## config.mk

```make
export PLATFORM = sky130hd
export DESIGN_NAME = rr_req_agent
export DESIGN_NICKNAME = d
export VERILOG_FILES = /design/src/rtl/rr_req_pkg.sv /design/src/rtl/rr_pend_cnt.sv /design/src/rtl/rr_req_agent.sv
export SDC_FILE = /design/constraint.sdc
export NUM_CORES = 1
export LEC_CHECK = 0
export ABC_AREA = 1
export CORE_ASPECT_RATIO = 1.75
export CORE_MARGIN = 2
export CORE_UTILIZATION = 54
export DETAILED_ROUTE_END_ITERATION = 8
export PLACE_DENSITY = 0.87
export SYNTH_ARGS = -nofsm -noshare
export SYNTH_HDL_FRONTEND = slang
export SYNTH_SLANG_ARGS = --single-unit
export TNS_END_PERCENT = 1
```

## constraint.sdc

```tcl
create_clock -name clk -period 1.78 [get_ports clk]
set_input_delay 0.267 -clock clk [delete_from_list [all_inputs] [get_ports clk]]
set_output_delay 0.267 -clock clk [all_outputs]
set_load 0.01 [all_outputs]
```

## src/rtl/rr_req_pkg.sv

```systemverilog
// Shared types, default sizes and one-hot helpers for the round-robin requester agent.
package rr_req_pkg;

    typedef enum logic {
        IDLE  = 1'b0,
        SERVE = 1'b1
    } state_e;

    localparam int NUM_PORTS_D = 4;
    localparam int CNT_W_D     = 4;

    // A vector is one-hot when it is nonzero and clearing its lowest set bit leaves nothing.
    function automatic logic is_onehot(input logic [31:0] v);
        return (v != 32'd0) && ((v & (v - 32'd1)) == 32'd0);
    endfunction

    function automatic int onehot_idx(input logic [31:0] v);
        int idx;
        idx = 0;
        for (int i = 0; i < 32; i++) begin
            if (v[i]) begin
                idx = i;
            end
        end
        return idx;
    endfunction

endpackage

```

## src/rtl/rr_pend_cnt.sv

```systemverilog
// Saturating up/down pending-request counter with a sticky overflow flag.
module rr_pend_cnt
    import rr_req_pkg::*;
#(
    parameter int CNT_W = CNT_W_D
) (
    input  logic             clk,
    input  logic             reset,
    input  logic             inc_i,
    input  logic             dec_i,
    output logic [CNT_W-1:0] cnt_o,
    output logic             ovf_o
);

    localparam logic [CNT_W-1:0] CNT_MAX = '1;

    logic [CNT_W-1:0] cnt_q, cnt_d;
    logic             ovf_q, ovf_d;

    // At saturation a concurrent decrement still applies, since the increment is dropped.
    always_comb begin
        cnt_d = cnt_q;
        ovf_d = ovf_q;
        if (inc_i && dec_i) begin
            if (cnt_q == CNT_MAX) begin
                cnt_d = cnt_q - 1'b1;
            end
        end else if (inc_i) begin
            if (cnt_q == CNT_MAX) begin
                ovf_d = 1'b1;
            end else begin
                cnt_d = cnt_q + 1'b1;
            end
        end else if (dec_i && (cnt_q != '0)) begin
            cnt_d = cnt_q - 1'b1;
        end
    end

    always_ff @(posedge clk) begin
        if (reset) begin
            cnt_q <= '0;
            ovf_q <= 1'b0;
        end else begin
            cnt_q <= cnt_d;
            ovf_q <= ovf_d;
        end
    end

    assign cnt_o = cnt_q;
    assign ovf_o = ovf_q;

endmodule

```

## src/rtl/rr_req_agent.sv

```systemverilog
// Requester front end for a round-robin arbiter: pending counters, request vector and one
// valid/ready transaction per grant. Optional SERVE timeout via RR_REQ_AGENT_TIMEOUT_EN.
module rr_req_agent
    import rr_req_pkg::*;
#(
    parameter int NUM_PORTS = NUM_PORTS_D,
    parameter int CNT_W     = CNT_W_D
`ifdef RR_REQ_AGENT_TIMEOUT_EN
    ,
    parameter int TIMEOUT   = 16
`endif
) (
    input  logic                         clk,
    input  logic                         reset,
    input  logic [NUM_PORTS-1:0]         event_i,
    output logic [NUM_PORTS-1:0]         req_o,
    input  logic [NUM_PORTS-1:0]         gnt_i,
    output logic                         svc_valid_o,
    output logic [$clog2(NUM_PORTS)-1:0] svc_port_o,
    input  logic                         svc_ready_i,
    output logic                         busy_o,
    output logic [NUM_PORTS-1:0]         ovf_o,
    output logic                         gnt_err_o
`ifdef RR_REQ_AGENT_TIMEOUT_EN
    ,
    output logic                         timeout_o
`endif
);

    localparam int IDX_W = $clog2(NUM_PORTS);

    state_e             state_q, state_d;
    logic [IDX_W-1:0]   svc_port_q, svc_port_d;
    logic               gnt_err_q, gnt_err_d;
    logic [NUM_PORTS-1:0] dec_vec;
    logic [NUM_PORTS-1:0] nz_vec;
    logic [CNT_W-1:0]   pend_cnt [NUM_PORTS];

`ifdef RR_REQ_AGENT_TIMEOUT_EN
    localparam int TMO_W = $clog2(TIMEOUT + 1);
    logic [TMO_W-1:0]   tmo_q, tmo_d;
    logic               timeout_q, timeout_d;
`endif

    for (genvar p = 0; p < NUM_PORTS; p++) begin : g_cnt
        rr_pend_cnt #(
            .CNT_W (CNT_W)
        ) u_cnt (
            .clk   (clk),
            .reset (reset),
            .inc_i (event_i[p]),
            .dec_i (dec_vec[p]),
            .cnt_o (pend_cnt[p]),
            .ovf_o (ovf_o[p])
        );
        assign nz_vec[p] = (pend_cnt[p] != '0);
    end

    assign req_o = (state_q == IDLE) ? nz_vec : '0;

    // A grant is accepted only in IDLE and only if it is one-hot onto a requesting port.
    always_comb begin
        state_d    = state_q;
        svc_port_d = svc_port_q;
        gnt_err_d  = gnt_err_q;
        dec_vec    = '0;
`ifdef RR_REQ_AGENT_TIMEOUT_EN
        tmo_d      = tmo_q;
        timeout_d  = 1'b0;
`endif
        case (state_q)
            IDLE: begin
`ifdef RR_REQ_AGENT_TIMEOUT_EN
                tmo_d = '0;
`endif
                if (gnt_i != '0) begin
                    if (is_onehot(32'(gnt_i)) && ((gnt_i & req_o) == gnt_i)) begin
                        svc_port_d = IDX_W'(onehot_idx(32'(gnt_i)));
                        state_d    = SERVE;
                    end else begin
                        gnt_err_d = 1'b1;
                    end
                end
            end
            SERVE: begin
                if (svc_ready_i) begin
                    dec_vec[svc_port_q] = 1'b1;
                    state_d             = IDLE;
                end
`ifdef RR_REQ_AGENT_TIMEOUT_EN
                else begin
                    tmo_d = tmo_q + 1'b1;
                    if (tmo_d == TMO_W'(TIMEOUT)) begin
                        state_d   = IDLE;
                        timeout_d = 1'b1;
                    end
                end
`endif
            end
        endcase
    end

    always_ff @(posedge clk) begin
        if (reset) begin
            state_q    <= IDLE;
            svc_port_q <= '0;
            gnt_err_q  <= 1'b0;
`ifdef RR_REQ_AGENT_TIMEOUT_EN
            tmo_q      <= '0;
            timeout_q  <= 1'b0;
`endif
        end else begin
            state_q    <= state_d;
            svc_port_q <= svc_port_d;
            gnt_err_q  <= gnt_err_d;
`ifdef RR_REQ_AGENT_TIMEOUT_EN
            tmo_q      <= tmo_d;
            timeout_q  <= timeout_d;
`endif
        end
    end

    assign svc_valid_o = (state_q == SERVE);
    assign busy_o      = (state_q == SERVE);
    assign svc_port_o  = svc_port_q;
    assign gnt_err_o   = gnt_err_q;
`ifdef RR_REQ_AGENT_TIMEOUT_EN
    assign timeout_o   = timeout_q;
`endif

endmodule

```

==> out/metrics.yaml, run 1 <==
drt:
  wl_um: 3360
  ant_nets: 0
  drtIter0Drc: 21
  viasPerCell: 5.28
  routedWlPerCell_um: 11.2
  drcViolationCount: 0
  vias: 1590
  first_pass_iters: 4
global_route:
  grt.met1_usage_pct: 24.2
  grt_max_degree: 16
  use_met2_pct: 37.5
  grt-ovfl-total: 0
  grt_pass1_wl_um: 5840
  grt_pass1_vias: 1495
  use_met3_pct: 2.35
  grt-busiest-layer: "met2"
  grt_usage_pct: 21.4
  antenna_found_initial: 0
cells_and_area:
  area_growth_pct: 19.3
  final_common_cell: "nand2_1"
  final_cell_mix: "62 x nand2_1, 25 x nor2_1, 23 x inv_1, 22 x dfxtp_1"
  fin_area_um2: 1950
  multi_input_area_um2: 1010
  drive_gt1_share_pct: 11.0
  nets: 294
  fin_cells: 301
  antenna_cells: 0
  nFillCells: 273
  seq_area_um2: 483
worst_setup_path:
  worstPathRequired_ns: 1.51
  slowest_stage: "dfxtp_1"
  crit_path_max_incr_delay_ns: 0.35
  critPathKind: "register to primary output"
  startpoint: "g_cnt[1].u_cnt.cnt_o[0]$_SDFFE_PP0P_"
  cp_cell_sequence: "inv_1, ha_1, a31oi_2, dlygate4sd2_1"
  rr_startpoint: "busy_o$_SDFF_PP0_"
  critPathCaptureType: "primary output"
  cp-start-kind: "register"
  path_max_fanout: 5
  critPathArrivalTime_ns: 1.43
place:
  dp.cells: 298
  hpwl_um: 2670
  gp_congestion: 0.835
  numPortBuffers: 23
  placed_area_um2: 1900
timing:
  slew_headroom_pct: 79.2
  maxSlewViolCount: 0
  post-route-period-util_pct: 95.3
  setup_violations: 0
  rsz0062_at_grt: "no"
  clock.fmax_mhz: 589
  tns_ns: 0
  post-route-min-period_ns: 1.70
  hold_viol_final: 0
  skew_ns: 0.00128
  tightest_slew_ns: 0.311
  hold_slack_ns: 0.455
clocking:
  cts_tree: "built"
  clk_path_buf_depth: 2
  cts_inserted_buffers: 3
  clock_latency_ns: 0.26
  clock_tree.root_cell: "clkbuf_8"
  cts.sinks: 24
  hold_buffers: 0
  cts.clk_slew.worst_paths_ns: 0.08
  htreeDepth: 1
worst_hold_path:
  hold_path.class: "register to register"
  hold_start: "gnt_err_o$_SDFFE_PP0P_"
floorplanning:
  dieArea_um2: 3500
  io_pins: 24
  die_w_um: 45.6
  rows: 26
  die_h_um: 76.8
  core_um2: 2900
  start_util_pct: 56.4
pwr:
  p_leak_nw: 0.892
  power_mw: 1.43
  power.density_nw_per_um2: 734
  peakVddDrop_mv: 0.558
logic_synthesis:
  synth_cell_types: 31
  syn_area_um2: 1630
  ys_seq_area_share_pct: 29.4
  ys_seq_elements: 24
  yosys_warnings: 0
  syn_area_per_cell_um2: 6.59
  syn_inst: 248
  synth_nets: 267
flow_run:
  cap_viol_max_count: 0
outcome:
  status: "complete, no violations"
-- state kept, by name, indices dropped and copies added, names as in the netlist --
signal             cells
svc_port_o             2
gnt_err_o              1
g_cnt.u_cnt.cnt_o     16
busy_o                 1
g_cnt.u_cnt.ovf_o      4
-- cell type report --
type / count / share of cell area (%)
inverters: 27 / 5.20
multi-input cells: 189 / 51.9
well taps: 28 / 1.80
repair buffers: 30 / 14.2
flip-flops and latches: 24 / 24.8
clock buffers: 3 / 2.12
-- layer usage --
layer / up-vias / part of all wire [%]
met5: - / 0
met1: 701 / 43
met4: 0 / 1.7
li1: 846 / -
met2: 37 / 52
met3: 6 / 3.0
-- report_power, final --
part / internal (mW) / switching (mW) / total [mW]
Sequential: 0.583 / 0.0433 / 0.626
Combinational: 0.219 / 0.270 / 0.490
Clock: 0.151 / 0.163 / 0.314
Total: 0.954 / 0.477 / 1.43
-- synthesized netlist by cell type --
library cell,number,area share (%)
a31oi_1,1,0.38
buf_4,5,2.3
nand3_2,1,0.61
nor3_1,5,1.5
a21oi_1,14,4.3
o21ai_2,1,0.54
ha_1,8,6.1
nor2_1,25,5.7
o21ai_0,19,5.8
clkinv_1,1,0.23
nand2_2,4,1.5
nand3_1,19,5.8
nand3b_1,1,0.46
nor3_2,2,1.2
o21bai_1,1,0.46
or2_2,2,0.77
or2_0,3,1.1
o211ai_1,1,0.46
dfxtp_1,24,29
xnor2_1,5,2.7
nand2_1,62,14
inv_2,3,0.69
clkbuf_2,1,0.31
nor2_2,1,0.38
a21oi_2,1,0.54
xor2_1,7,3.8
inv_1,23,5.3
nand4_1,1,0.38
buf_2,2,0.61
o21a_1,4,1.8
a21boi_0,1,0.46
-- logic make-up (layout without fill, tap and decap cells) --
family | count (synthesis) | count (layout) | synth area share (%)
xor+xnor | 12 | 12 | 6.43
compound gates | 43 | 43 | 14.8
simple gates | 126 | 126 | 33.8
flops | 24 | 24 | 29.4
fa+ha+maj | 8 | 8 | 6.13
buf+inv | 35 | 60 | 9.42
-- worst max-delay path: cells and delay by family (launching register included) --
kind	cells	cell delay [ns]
compound gates	1	0.19
fa+ha+maj	1	0.26
buf+inv	2	0.37
flops	1	0.35
-- metrics by stage --
| stage | util [%] | worst slack, ns |
|---|---|---|
| floorplan | - | 0.431 |
| detailed placement | 65.6 | 0.0363 |
| finish | 67.3 | 0.0835 |
| CTS | 67.0 | 0.0757 |
| global placement | 65.6 | 0.0502 |
| global route | 67.3 | 0.00190 |
-- worst paths after layout --
path | to | slack [ns] | depth (start not counted)
worst max-delay path | req_o[1] | 0.08 | 4
worst min-delay path | gnt_err_o$_SDFFE_PP0P_ | 0.45 | 2
worst max register to register | g_cnt[3].u_cnt.cnt_o[3]$_SDFFE_PP0P_ | 0.29 | 9
worst min register to register | gnt_err_o$_SDFFE_PP0P_ | 0.45 | 2
-- what timing repair did --
action                     CTS  global route
setup buffers                0             0
setup endpoints to repair    4             2
gates resized for setup      7             2
Power figures use the tool's default switching activity.
==> run 2, diff against run 1 <==
- CELL_PAD_IN_SITES_DETAIL_PLACEMENT: default -> 1
- CELL_PAD_IN_SITES_GLOBAL_PLACEMENT: default -> 1
- CORE_UTILIZATION: 54 -> 38
==> run 2 against run 1 <==
Compared with the run above: via count grew 5.3%; routed wire length grew 26%; final area grew 3.0%; highest routed layer unchanged.
==> out/metrics.yaml, run 2 (synthesized netlist as in run 1, its figures left out) <==
place:
  dp.cells: 323  # +8.4%
  gp_congestion: 0.865  # +3.7%
  placed_area_um2: 1960  # +3.0%
  hpwl_um: 3440  # +29%
  preCtsSetupSlack_ns: 0.0196  # -0.0167 ns
  numPortBuffers: 23  # unchanged
clocking:
  clock_latency_ns: 0.27  # about the same
  clk_path_buf_depth: 2  # unchanged
  cts.clk_slew.worst_paths_ns: 0.09  # about the same
  cts_tree: "built"
  cts.sinks: 24  # unchanged
  clock_tree.root_cell: "clkbuf_8"
  cts_inserted_buffers: 3  # unchanged
  cts_setup_buffers: 0  # unchanged
  htreeDepth: 1  # unchanged
worst_setup_path:
  worstPathRequired_ns: 1.51  # about the same
  crit_top_cell: "inv_1"
  path_max_fanout: 2  # -3
  critPathCaptureType: "primary output"
  cp_cell_sequence: "inv_1, ha_2, nand3_1, nand2_2, inv_1, dlygate4sd2_1"
  cp-start-kind: "register"
  critPathArrivalTime_ns: 1.44  # about the same
  slowest_stage: "dfxtp_1"
  critPathKind: "register to primary output"
  crit_path_max_incr_delay_ns: 0.33  # -0.02 ns
cells_and_area:
  area_growth_pct: 22.9
  fin_area_um2: 2010  # +3.0%
  nets: 298  # +1.4%
  final_cell_mix: "61 x nand2_1, 25 x nor2_1, 23 x dfxtp_1, 22 x inv_1"
  drive_gt1_share_pct: 12.6  # +1.6 points
  antenna_cells: 0  # unchanged
  fin_cells: 327  # +8.6%
  nFillCells: 543  # +99%
  utilization_pct: 48.4  # -19 points
  largest_reg_flops: 16  # unchanged
  final_common_cell: "nand2_1"
flow_run:
  cap_viol_max_count: 0  # unchanged
drt:
  routedWlPerCell_um: 12.9  # +16%
  ant_nets: 0  # unchanged
  vias: 1674  # +5.3%
  drtIter0Drc: 32  # +52%
  viasPerCell: 5.12  # -3.1%
  first_pass_iters: 4  # unchanged
  wl_um: 4220  # +26%
  drcViolationCount: 0  # unchanged
floorplanning:
  core_um2: 4150  # +43%
  io_pins: 24  # unchanged
  start_util_pct: 39.4  # -17 points
  die_h_um: 90.8  # +18%
  die_w_um: 53.6  # +18%
  dieArea_um2: 4860  # +39%
  rows: 31  # +19%
outcome:
  status: "complete, no violations"
global_route:
  grt_usage_pct: 19.8  # -1.7 points
  grt_pass1_vias: 1713  # +15%
  antenna_found_initial: 0  # unchanged
  grt_max_degree: 20  # +4
  grt_pass1_wl_um: 7410  # +27%
  grt-ovfl-total: 0  # unchanged
pwr:
  power_mw: 1.52  # +6.3%
  power.density_nw_per_um2: 757  # +3.2%
  peakVddDrop_mv: 0.410  # -27%
  p_leak_nw: 0.918  # +2.9%
timing:
  hold_slack_ns: 0.475  # +0.0199 ns
  post-route-period-util_pct: 95.7  # +0.34 points
  setup_violations: 0  # unchanged
  tightest_slew_ns: 0.322  # +0.0115 ns
  maxSlewViolCount: 0  # unchanged
  post-route-min-period_ns: 1.70  # +0.00613 ns
  skew_ns: 0.00225  # +0.000964 ns
  slew_headroom_pct: 78.5  # -0.77 points
  rsz0062_at_grt: "no"
  clock.fmax_mhz: 587  # -0.36%
  tns_ns: 0  # unchanged
  fin_ws_ns: 0.0774  # -0.00613 ns
  hold_viol_final: 0  # unchanged
worst_hold_path:
  hold_path.class: "register to register"
-- run 2: worst paths after layout --
check	from	to	slack, ns	depth (start not counted)
setup / recovery	g_cnt[0].u_cnt.cnt_o[0]$_SDFFE_PP0P_	req_o[0]	0.08	6
hold / removal	g_cnt[3].u_cnt.ovf_o$_SDFFE_PP0P_	g_cnt[3].u_cnt.ovf_o$_SDFFE_PP0P_	0.47	1
setup reg to reg	g_cnt[1].u_cnt.cnt_o[0]$_SDFFE_PP0P_	g_cnt[1].u_cnt.cnt_o[3]$_SDFFE_PP0P_	0.23	10
hold reg to reg	g_cnt[3].u_cnt.ovf_o$_SDFFE_PP0P_	g_cnt[3].u_cnt.ovf_o$_SDFFE_PP0P_	0.47	1
-- run 2: final cells by class --
cell class / count / area [um2] / share of cell area [%]
Sequential cell: 24 / 482 / 24.0
Timing Repair Buffer: 34 / 304 / 15.1
Inverter: 27 / 101 / 5.05
Tap cell: 49 / 61.3 / 3.05
Clock buffer: 4 / 55.1 / 2.74
Multi-Input combinational cell: 189 / 1000 / 50.0
-- run 2: layer usage --
metal | wire length, um | part of all wire, % | global-route usage [%]
met4 | 35 | 0.83 | 6.20
met2 | 2500 | 59 | 38.5
met3 | 69 | 1.6 | 1.49
met1 | 1620 | 38 | 20.5
met5 | 0 | 0 | 0
-- run 2: power by group --
group          internal (mW)  switching (mW)
Clock                  0.198           0.184
Sequential             0.583          0.0402
Combinational          0.225           0.290
-- run 2: critical path: cells and delay by family (launching register included) --
| family | cells | cell delay [ns] |
|---|---|---|
| adders and majority gates | 1 | 0.20 |
| buffers and inverters | 3 | 0.40 |
| DFF | 1 | 0.33 |
| and+or+nand+nor | 2 | 0.23 |
-- run 2: what timing repair did --
| action | CTS | global route |
|---|---|---|
| hold buffers | 0 | 0 |
| endpoints found under the setup margin | 4 | 2 |
| gates resized for setup | 5 | 5 |
